### src/rtl/flipflop_bank_out.sv
// Bank of independent set/clear/toggle output flip-flops with optional edge detection,
// configurable set/clear priority and a retriggerable auto-clear timeout per channel.
module flipflop_bank_out #(
  parameter int                  CHANNELS   = 8,
  parameter logic [CHANNELS-1:0] DEFAULT    = '0,
  parameter bit                  EDGE       = 1'b0,
  parameter bit                  CLEAR_WINS = 1'b1,
  parameter int                  TIMEOUT    = 0
) (
  input  logic                clk,
  input  logic                rst,
  input  logic [CHANNELS-1:0] set,
  input  logic [CHANNELS-1:0] clear,
  input  logic [CHANNELS-1:0] toggle,
  output logic [CHANNELS-1:0] bits,
  output logic [CHANNELS-1:0] expired
);

  logic [CHANNELS-1:0] ev_set, ev_clr, ev_tog;
  logic [CHANNELS-1:0] do_set, do_clr, do_tog;

  // ---------------------------------------------------------------------------
  // Request qualification
  // ---------------------------------------------------------------------------
  if (EDGE) begin : g_edge
    logic [CHANNELS-1:0] set_h, clr_h, tog_h;

    // History tracks the inputs on every edge, reset included, so a request held
    // high through reset never looks like a fresh rising edge.
    // NOTE: sequential state uses non-blocking assignments so every register
    // samples pre-edge values regardless of process evaluation order.
    always_ff @(posedge clk) begin
      set_h <= set;
      clr_h <= clear;
      tog_h <= toggle;
    end

    assign ev_set = set    & ~set_h;
    assign ev_clr = clear  & ~clr_h;
    assign ev_tog = toggle & ~tog_h;
  end else begin : g_level
    assign ev_set = set;
    assign ev_clr = clear;
    assign ev_tog = toggle;
  end

  // Set/clear conflict resolution; either one masks a simultaneous toggle.
  if (CLEAR_WINS) begin : g_clear_wins
    assign do_set = ev_set & ~ev_clr;
    assign do_clr = ev_clr;
  end else begin : g_set_wins
    assign do_set = ev_set;
    assign do_clr = ev_clr & ~ev_set;
  end
  assign do_tog = ev_tog & ~ev_set & ~ev_clr;

  // ---------------------------------------------------------------------------
  // Output state
  // ---------------------------------------------------------------------------
  if (TIMEOUT == 0) begin : g_latch
    always_ff @(posedge clk) begin
      if (rst) begin
        bits <= DEFAULT;
      end else begin
        bits <= ((bits & ~do_clr) | do_set) ^ do_tog;
      end
    end

    assign expired = '0;
  end else begin : g_timed
    localparam int              TW       = (TIMEOUT > 0) ? $clog2(TIMEOUT + 1) : 1;
    localparam int              RELOAD_I = (TIMEOUT > 0) ? TIMEOUT - 1 : 0;
    localparam logic [TW-1:0]   RELOAD   = TW'(RELOAD_I);

    for (genvar i = 0; i < CHANNELS; i++) begin : g_ch
      logic          bit_q, bit_n;
      logic          exp_q, exp_n;
      logic [TW-1:0] tmr_q, tmr_n;

      // NOTE: every variable gets a default before the decision chain so no
      // path leaves one unassigned, which would infer a latch.
      always_comb begin
        bit_n = bit_q;
        tmr_n = tmr_q;
        exp_n = 1'b0;
        if (do_set[i]) begin
          bit_n = 1'b1;
          tmr_n = RELOAD;
        end else if (do_clr[i]) begin
          bit_n = 1'b0;
          tmr_n = '0;
        end else if (do_tog[i]) begin
          bit_n = ~bit_q;
          tmr_n = bit_q ? '0 : RELOAD;
        end else if (bit_q) begin
          // Timer reaching zero while high marks the last of TIMEOUT cycles.
          if (tmr_q == '0) begin
            bit_n = 1'b0;
            exp_n = 1'b1;
          end else begin
            tmr_n = tmr_q - TW'(1);
          end
        end
      end

      // A channel defaulting high is armed during reset, so it times out
      // TIMEOUT cycles after release like any other set.
      always_ff @(posedge clk) begin
        if (rst) begin
          bit_q <= DEFAULT[i];
          tmr_q <= DEFAULT[i] ? RELOAD : '0;
          exp_q <= 1'b0;
        end else begin
          bit_q <= bit_n;
          tmr_q <= tmr_n;
          exp_q <= exp_n;
        end
      end

      assign bits[i]    = bit_q;
      assign expired[i] = exp_q;
    end
  end

endmodule
### config.mk
export PLATFORM = sky130hd
export DESIGN_NAME = flipflop_bank_out
export DESIGN_NICKNAME = d
export VERILOG_FILES = /design/src/rtl/flipflop_bank_out.sv
export SDC_FILE = /design/constraint.sdc
export NUM_CORES = 1
export LEC_CHECK = 0
export BUFFER_PORTS_ARGS = -buffer_cell sky130_fd_sc_hd__buf_4
export CAP_MARGIN = 20
export CORE_AREA = 2 2 39 41
export CTS_BUF_LIST = sky130_fd_sc_hd__clkbuf_4
export DETAILED_ROUTE_END_ITERATION = 6
export DIE_AREA = 0 0 41 43
export PLACE_DENSITY = 0.72
export SLEW_MARGIN = 20
export SYNTH_ARGS = -nofsm -noshare
export SYNTH_HDL_FRONTEND = slang
export SYNTH_SLANG_ARGS = --single-unit
export TNS_END_PERCENT = 1
### constraint.sdc
create_clock -name clk -period 1.4 [get_ports clk]
set_clock_uncertainty 0.2 [all_clocks]
set_input_delay 0.21 -clock clk [delete_from_list [all_inputs] [get_ports clk]]
set_output_delay 0.21 -clock clk [all_outputs]
set_load 0.1 [all_outputs]
==> reports/results.txt, run 1 <==
DR vias/cell: 4.00
library cells used by synthesis: 7
H-tree level count: 1
Final Hold Vio Count: 0
fin util: 57.2%
Biggest register: bits
Synth top area share: 40.5%
crit-path max FO: 2
Final min period: 1300 ps
worst min-delay path startpoint: clear[4]
Synth Warn #: 0
clk sinks: 8
clk_lat worst skew: 250 ps
Buf/Inv on CP: 1
CTS clk-pin slew, worst paths: 60 ps
post-route cell area: 792 sq um
initial cell density of the core: 28.6%
die width: 41 microns
fillers: 129
synth cell count leaders: buf_4, dfxtp_1, nor2_1, o21a_1, xor2_1
worst-path cell chain: buf_4
Placeable Area: 1380 sq um
max reg flops: 8
NumNets Final: 119
launching point of the worst reg2reg path: bits[0]
layout cells sized above 1: 40.7%
Root Buffer: clkbuf_4
final setup fails: 0
CP startpoint: bits[1]
LEAKAGE: 0.000410 uW
initial antenna violation count: 0
Std-Cell Rows: 14
Via Count: 428
Clock Path Buffers: 2
Max Cap Violations: 0
Synth Flop Type: dfxtp_1
P&R area growth vs syn: 100%
unrepaired setup endpoints after global routing: false
first-pass iteration count of the detailed router: 1
Max IR drop VDD: 484 uV
crit path kind: register to output port
Port Buffers: 33
status: complete, no violations
Post-synth EDFFs: 0
initial detailed-routing violation count: 0
number of global-route vias before repair: 452
hold crit path type: input pin to register
io pins: 42
die area: 1760 sq um
dominant cells by area after synthesis: dfxtp_1, xor2_1, buf_4
Final Max Tran Viols: 0
critical path endpoint category: output port
chip height: 43 microns
DP Area: 619 sq um
fmax: 0.769 GHz
WL per Instance: 9.64 microns
Worst path depth: 1
Req. time, crit path: 990 ps
Yosys reg bits: 8
Post-Syn Instances: 42
register area share after synthesis: 40.5%
DPL Wire Length: 678 microns
Antenna Nets Post-Route: 0
cts bufs inserted: 3
GP Congestion: 0.566
FF-to-FF path depth: 2
crit path max-delay cell type: dfxtp_1
total gr overflow: 0
Post-Syn Area: 395 sq um
Crit path max-delay family: flip-flops
DRC Markers: 0
Post-synth ARST share: 0%
Antenna diodes: 0
Worst EP arrival: 890 ps
crit start category: register
CP max stage delay: 340 ps
first-pass GRT wire length: 1560 microns
Synth Area per Inst: 9.41 sq um
PwrDens: 973 nW/um^2
fin crit share: 92.9%
CTS tree: done
gr usage total: 13.2%
cell taking the most area after synthesis: dfxtp_1
Top Registers: bits: 8 flops
WHS Path Cells: 3
pin count of the biggest net entering global routing: 9
Routed WL: 1030 microns
==> tightest hold or removal path: stages <==
cell and delay (ps):
buf_4 80, nor2_1 30, o21a_1 90
==> routing by layer <==
metal	up-vias	global-route usage, %	wire (microns)	share of wire, %
met5	-	0	0	0
met4	0	4.00	0	0
met3	0	4.71	75	7.3
met2	22	24.7	606	59
met1	190	12.0	349	34
li1	216	-	-	-
==> cell families (layout without fill, tap and decap cells) <==
family | after synthesis | count (layout) | synth area share [%]
AO/OA/AOI/OAI | 8 | 8 | 15.2
XOR/XNOR | 8 | 8 | 17.7
buffers and inverters | 9 | 51 | 18.0
flip-flops | 8 | 8 | 40.5
other | 1 | 8 | 0.948
AND/OR/NAND/NOR | 8 | 8 | 7.60
==> cells in the final DEF (no fill, tap or decap) <==
cell type and count:
dfxtp_2 1, nor2_1 8, xor2_1 8, clkbuf_4 3, conb_1 8, buf_4 33
dlygate4sd3_1 15, o21a_1 8, dfxtp_1 7
==> power by group <==
part / leakage [uW] / switching, uW / total [uW] / internal [uW]
clock network: 0.0000138 / 79.5 / 178 / 98.2
registers: 0.0000666 / 8.80 / 251 / 242
logic: 0.000330 / 233 / 341 / 108
total: 0.000410 / 322 / 770 / 449
==> cell type report <==
| cell class | count | area [sq um] | share of cell area (%) |
|---|---|---|---|
| Multi-Input combinational cell | 32 | 190 | 24.0 |
| Tap cell | 16 | 20.0 | 2.53 |
| Sequential cell | 8 | 161 | 20.4 |
| Timing Repair Buffer | 48 | 398 | 50.2 |
| Clock buffer | 3 | 22.5 | 2.84 |
==> final timing paths <==
check,end,slack (ps)
hold reg to reg,bits[7],400
setup / recovery,bits[1],100
setup reg to reg,bits[0],450
hold / removal,bits[4],10
==> through the flow <==
stage	worst slack, ps	total power (uW)	setup TNS (ps)	hold WS (ps)	std cells
after floorplan	-180	502	-1260	134	49
after global placement	375	561	0	221	89
after detailed placement	367	565	0	226	89
after CTS	83.8	783	0	5.14	107
after global routing	53.4	809	0	13.4	107
final	99.5	770	0	13.8	107
==> timing repair <==
action | 4_1_cts | 5_1_grt
buffers inserted | 0 | 0
hold buffers | 15 | 0
hold endpoints to repair | 8 | 0
resized for setup | 0 | 0
Note: power is estimated with default switching activity, not from simulation.
==> run 2, diff against run 1 <==
RECOVER_POWER = 25   (was not set)
==> reports/results.txt, run 2 (synthesized netlist as in run 1, its figures left out) <==
io pins: 42
pin count of the biggest net entering global routing: 9
Int Pwr: 448 uW
most common cell after layout, fill and taps aside: buf_4
DRC Markers: 0
LEAKAGE: 0.000409 uW
Top Usage Layer GRT: met2
Worst path depth: 1
die width: 41 microns
WL per Instance: 9.63 microns
Reg2Reg Capture Point: bits[0]
Std-Cell Rows: 14
clk_lat worst skew: 250 ps
initial antenna violation count: 0
CP startpoint: bits[1]
Biggest register: bits
Req. time, crit path: 990 ps
Max Cap Violations: 0
crit start category: register
crit path kind: register to output port
layout cells sized above 1: 40.7%
post-cts gate resize count: 0
GP Congestion: 0.566
DR vias/cell: 4.00
Root Buffer: clkbuf_4
H-tree level count: 1
chip height: 43 microns
sw frac: 41.8%
PwrDens: 972 nW/um^2
fmax: 0.769 GHz
first-pass GRT wire length: 1560 microns
Buf/Inv on CP: 1
max reg flops: 8
DPL Wire Length: 678 microns
Final min period: 1300 ps
P&R area growth vs syn: 100%
critical path endpoint category: output port
hold crit path type: input pin to register
gr usage total: 13.2%
fin util: 57.2%
Clock Path Buffers: 2
cts bufs inserted: 3
Worst EP arrival: 890 ps
NumNets Final: 119
fin crit share: 92.9%
Antenna Nets Post-Route: 0
M2 GR Usage: 24.7%
crit-path max FO: 2
Clock power frac: 23.1%
met1 GRT Util: 12.0%
Final Hold Vio Count: 0
power consumption: 770 uW
fillers: 129
Final Max Tran Viols: 0
total gr overflow: 0
Antenna diodes: 0
CTS tree: done
status: complete, no violations
CP endpoint: bits[1]
CTS clk-pin slew, worst paths: 60 ps
Logic pwr share: 44.3%
unrepaired setup endpoints after global routing: false
R2R setup slack: 450 ps
worst min-delay path startpoint: clear[4]
NetSw: 322 uW
first-pass iteration count of the detailed router: 1
grt met3 use: 4.71%
Via Count: 428
worst-path cell chain: buf_4
initial cell density of the core: 28.6%
Reg power frac: 32.6%
Placeable Area: 1380 sq um
final setup fails: 0
postcts setup bufs: 0
Port Buffers: 33
initial detailed-routing violation count: 0
commonest non-fill, non-tap cells in the layout: buf_4, dlygate4sd3_1
Top Registers: bits: 8 flops
CP max stage delay: 340 ps
FF-to-FF path depth: 2
crit path max-delay cell type: dfxtp_1
clk sinks: 8
number of global-route vias before repair: 452
die area: 1760 sq um
Routed WL: 1030 microns
launching point of the worst reg2reg path: bits[0]
Max IR drop VDD: 484 uV
Crit path max-delay family: flip-flops
==> run 2: worst min-delay path by stage <==
stage	endpoint	slack (ps)	cells past startpoint
2_1_floorplan	bits[0]	130	1
4_1_cts	bits[4]	5	3
6_report	bits[4]	10	3
3_3_place_gp	bits[0]	220	2
3_5_place_dp	bits[6]	230	2
5_1_grt	bits[4]	10	3
==> run 2: timing repair <==
action,CTS,global route
hold buffers,15,0
hold endpoints to repair,8,0
setup endpoints to repair,0,0
==> run 2: stage by stage <==
step	TNS [ps]	setup slack [ps]	hold slack (ps)	instances	area [sq um]
6_report	0	99.5	13.8	107	792
5_1_grt	0	53.4	13.4	107	792
4_1_cts	0	83.8	5.14	107	792
3_5_place_dp	0	367	226	89	619
3_3_place_gp	0	375	221	89	619
2_1_floorplan	-1260	-180	134	49	423
==> run 2: cell type report <==
cell class / count / area (sq um) / share of cell area (%)
timing repair buffer: 48 / 398 / 50.2
multi-input combinational: 32 / 190 / 24.0
sequential: 8 / 161 / 20.4
clock buffer: 3 / 22.5 / 2.84
tap: 16 / 20.0 / 2.53
==> run 2: power by group through the flow <==
| stage | Clock (uW) | Combinational, uW | Sequential (uW) |
|---|---|---|---|
| floorplan | 0 | 145 | 358 |
| global placement | 0 | 306 | 256 |
| detailed placement | 0 | 308 | 257 |
| CTS | 190 | 342 | 251 |
| global route | 198 | 358 | 253 |
| finish | 178 | 341 | 251 |
==> run 2: layer usage <==
metal	wire, microns	up-vias
li1	-	216
met1	349	190
met2	605	22
met3	75	0
met4	0	0
met5	0	-
==> run 3, diff against run 2 <==
==> constraint.sdc (replaced) <==
create_clock -name clk -period 1.4 [get_ports clk]
set_clock_uncertainty 0.2 [all_clocks]
set_input_delay 0.28 -clock clk [delete_from_list [all_inputs] [get_ports clk]]
set_output_delay 0.28 -clock clk [all_outputs]
set_load 0.1 [all_outputs]
==> reports/results.txt, run 3 (synthesized netlist as in run 1, its figures left out) <==
unrepaired setup endpoints after global routing: false
CTS tree: done
GP Congestion: 0.566
Clock power frac: 23.5%
first-pass iteration count of the detailed router: 1
P&R area growth vs syn: 66.1%
sw frac: 42.3%
H-tree level count: 1
cts bufs inserted: 3
Root Buffer: clkbuf_4
number of global-route vias before repair: 362
Antenna Nets Post-Route: 0
NetSw: 311 uW
Clock Path Buffers: 2
Cells after DPL: 89
worst-path cell chain: buf_4
die width: 41 microns
fin crit share: 97.4%
clk sinks: 8
DR vias/cell: 3.98
Placeable Area: 1380 sq um
status: complete, no violations
fin util: 47.5%
WHS Path Cells: 2
layout cells sized above 1: 48.7%
Port Buffers: 33
Req. time, crit path: 920 ps
final setup fails: 0
postcts setup bufs: 0
commonest non-fill, non-tap cells in the layout: buf_4, xor2_1, nor2_1, o21a_1, conb_1
first-pass GRT wire length: 1230 microns
Final min period: 1360 ps
DPL Wire Length: 678 microns
Max IR drop VDD: 482 uV
critical path endpoint category: output port
Int Pwr: 426 uW
clk_lat worst skew: 250 ps
hold crit path type: input pin to register
final worst-path setup slack: 36.6 ps
initial cell density of the core: 28.6%
crit path max-delay cell type: dfxtp_1
initial detailed-routing violation count: 0
Biggest register: bits
io pins: 42
max reg flops: 8
die area: 1760 sq um
Post-Route Setup TNS: 0 ps
WL per Instance: 8.62 microns
chip height: 43 microns
Post-CTS Hold Buffers: 0
Worst path depth: 1
NumNets Final: 104
fmax: 0.733 GHz
CTS clk-pin slew, worst paths: 50 ps
Final Hold Vio Count: 0
Routed WL: 793 microns
Final Max Tran Viols: 0
Buf/Inv on CP: 1
Max Cap Violations: 0
R2R setup slack: 450 ps
total gr overflow: 0
gr usage total: 10.4%
Via Count: 366
initial antenna violation count: 0
Reg power frac: 34.2%
PwrDens: 1120 nW/um^2
CP max stage delay: 340 ps
Top Registers: bits: 8 flops
crit path kind: register to output port
Antenna diodes: 0
LEAKAGE: 0.000351 uW
post-cts gate resize count: 0
most common cell after layout, fill and taps aside: buf_4
Worst EP arrival: 880 ps
crit start category: register
pin count of the biggest net entering global routing: 9
Std-Cell Rows: 14
DRC Markers: 0
Crit path max-delay family: flip-flops
crit-path max FO: 2
FF-to-FF path depth: 2
Finished Layout Cells: 92
Logic pwr share: 42.2%
DP Worst Slack: 297 ps
[run 3: cell count changes in the layout (fill, tap and decap cells not counted), sizes merged]
cell	previous run	this run
buf	29	33
clkbuf	7	3
dlygate4sd3	15	0
[run 3: power by group through the flow]
stage               clock network, uW  logic (uW)  registers (uW)
CTS                               190         309             251
floorplan                           0         145             358
finish                            173         311             252
global placement                    0         306             256
global route                      198         326             254
detailed placement                  0         308             257
[run 3: per-stage QoR]
step / total power [uW] / hold slack (ps) / area (sq um)
CTS: 750 / 25.6 / 642
global placement: 561 / 291 / 619
global route: 778 / 30.6 / 657
floorplan: 502 / 204 / 423
detailed placement: 565 / 296 / 619
finish: 737 / 37.9 / 657
[run 3: layout make-up]
| type | instances | area [sq um] |
|---|---|---|
| Fill cell | 138 | 727 |
| Tap cell | 16 | 20.0 |
| Multi-Input combinational cell | 32 | 190 |
| Timing Repair Buffer | 33 | 263 |
| Clock buffer | 3 | 22.5 |
| Sequential cell | 8 | 161 |
[run 3: worst paths after layout]
check           from  endpoint
max          bits[4]   bits[4]
min           set[6]   bits[6]
max reg2reg  bits[3]   bits[3]
min reg2reg  bits[7]   bits[7]
[run 3: metal layers]
| metal | vias to the layer above | part of all wire (%) | global-route usage (%) |
|---|---|---|---|
| met2 | 22 | 52 | 16.9 |
| met3 | 0 | 10 | 4.71 |
| met4 | 0 | 0 | 4.00 |
| met5 | - | 0 | 0 |
| met1 | 159 | 38 | 11.0 |
| li1 | 185 | - | - |
[run 3: worst register-to-register path, cell delays in order, from the launching register on]
cell	delay, ps
dfxtp_1	320
xor2_1	160
o21a_1	170
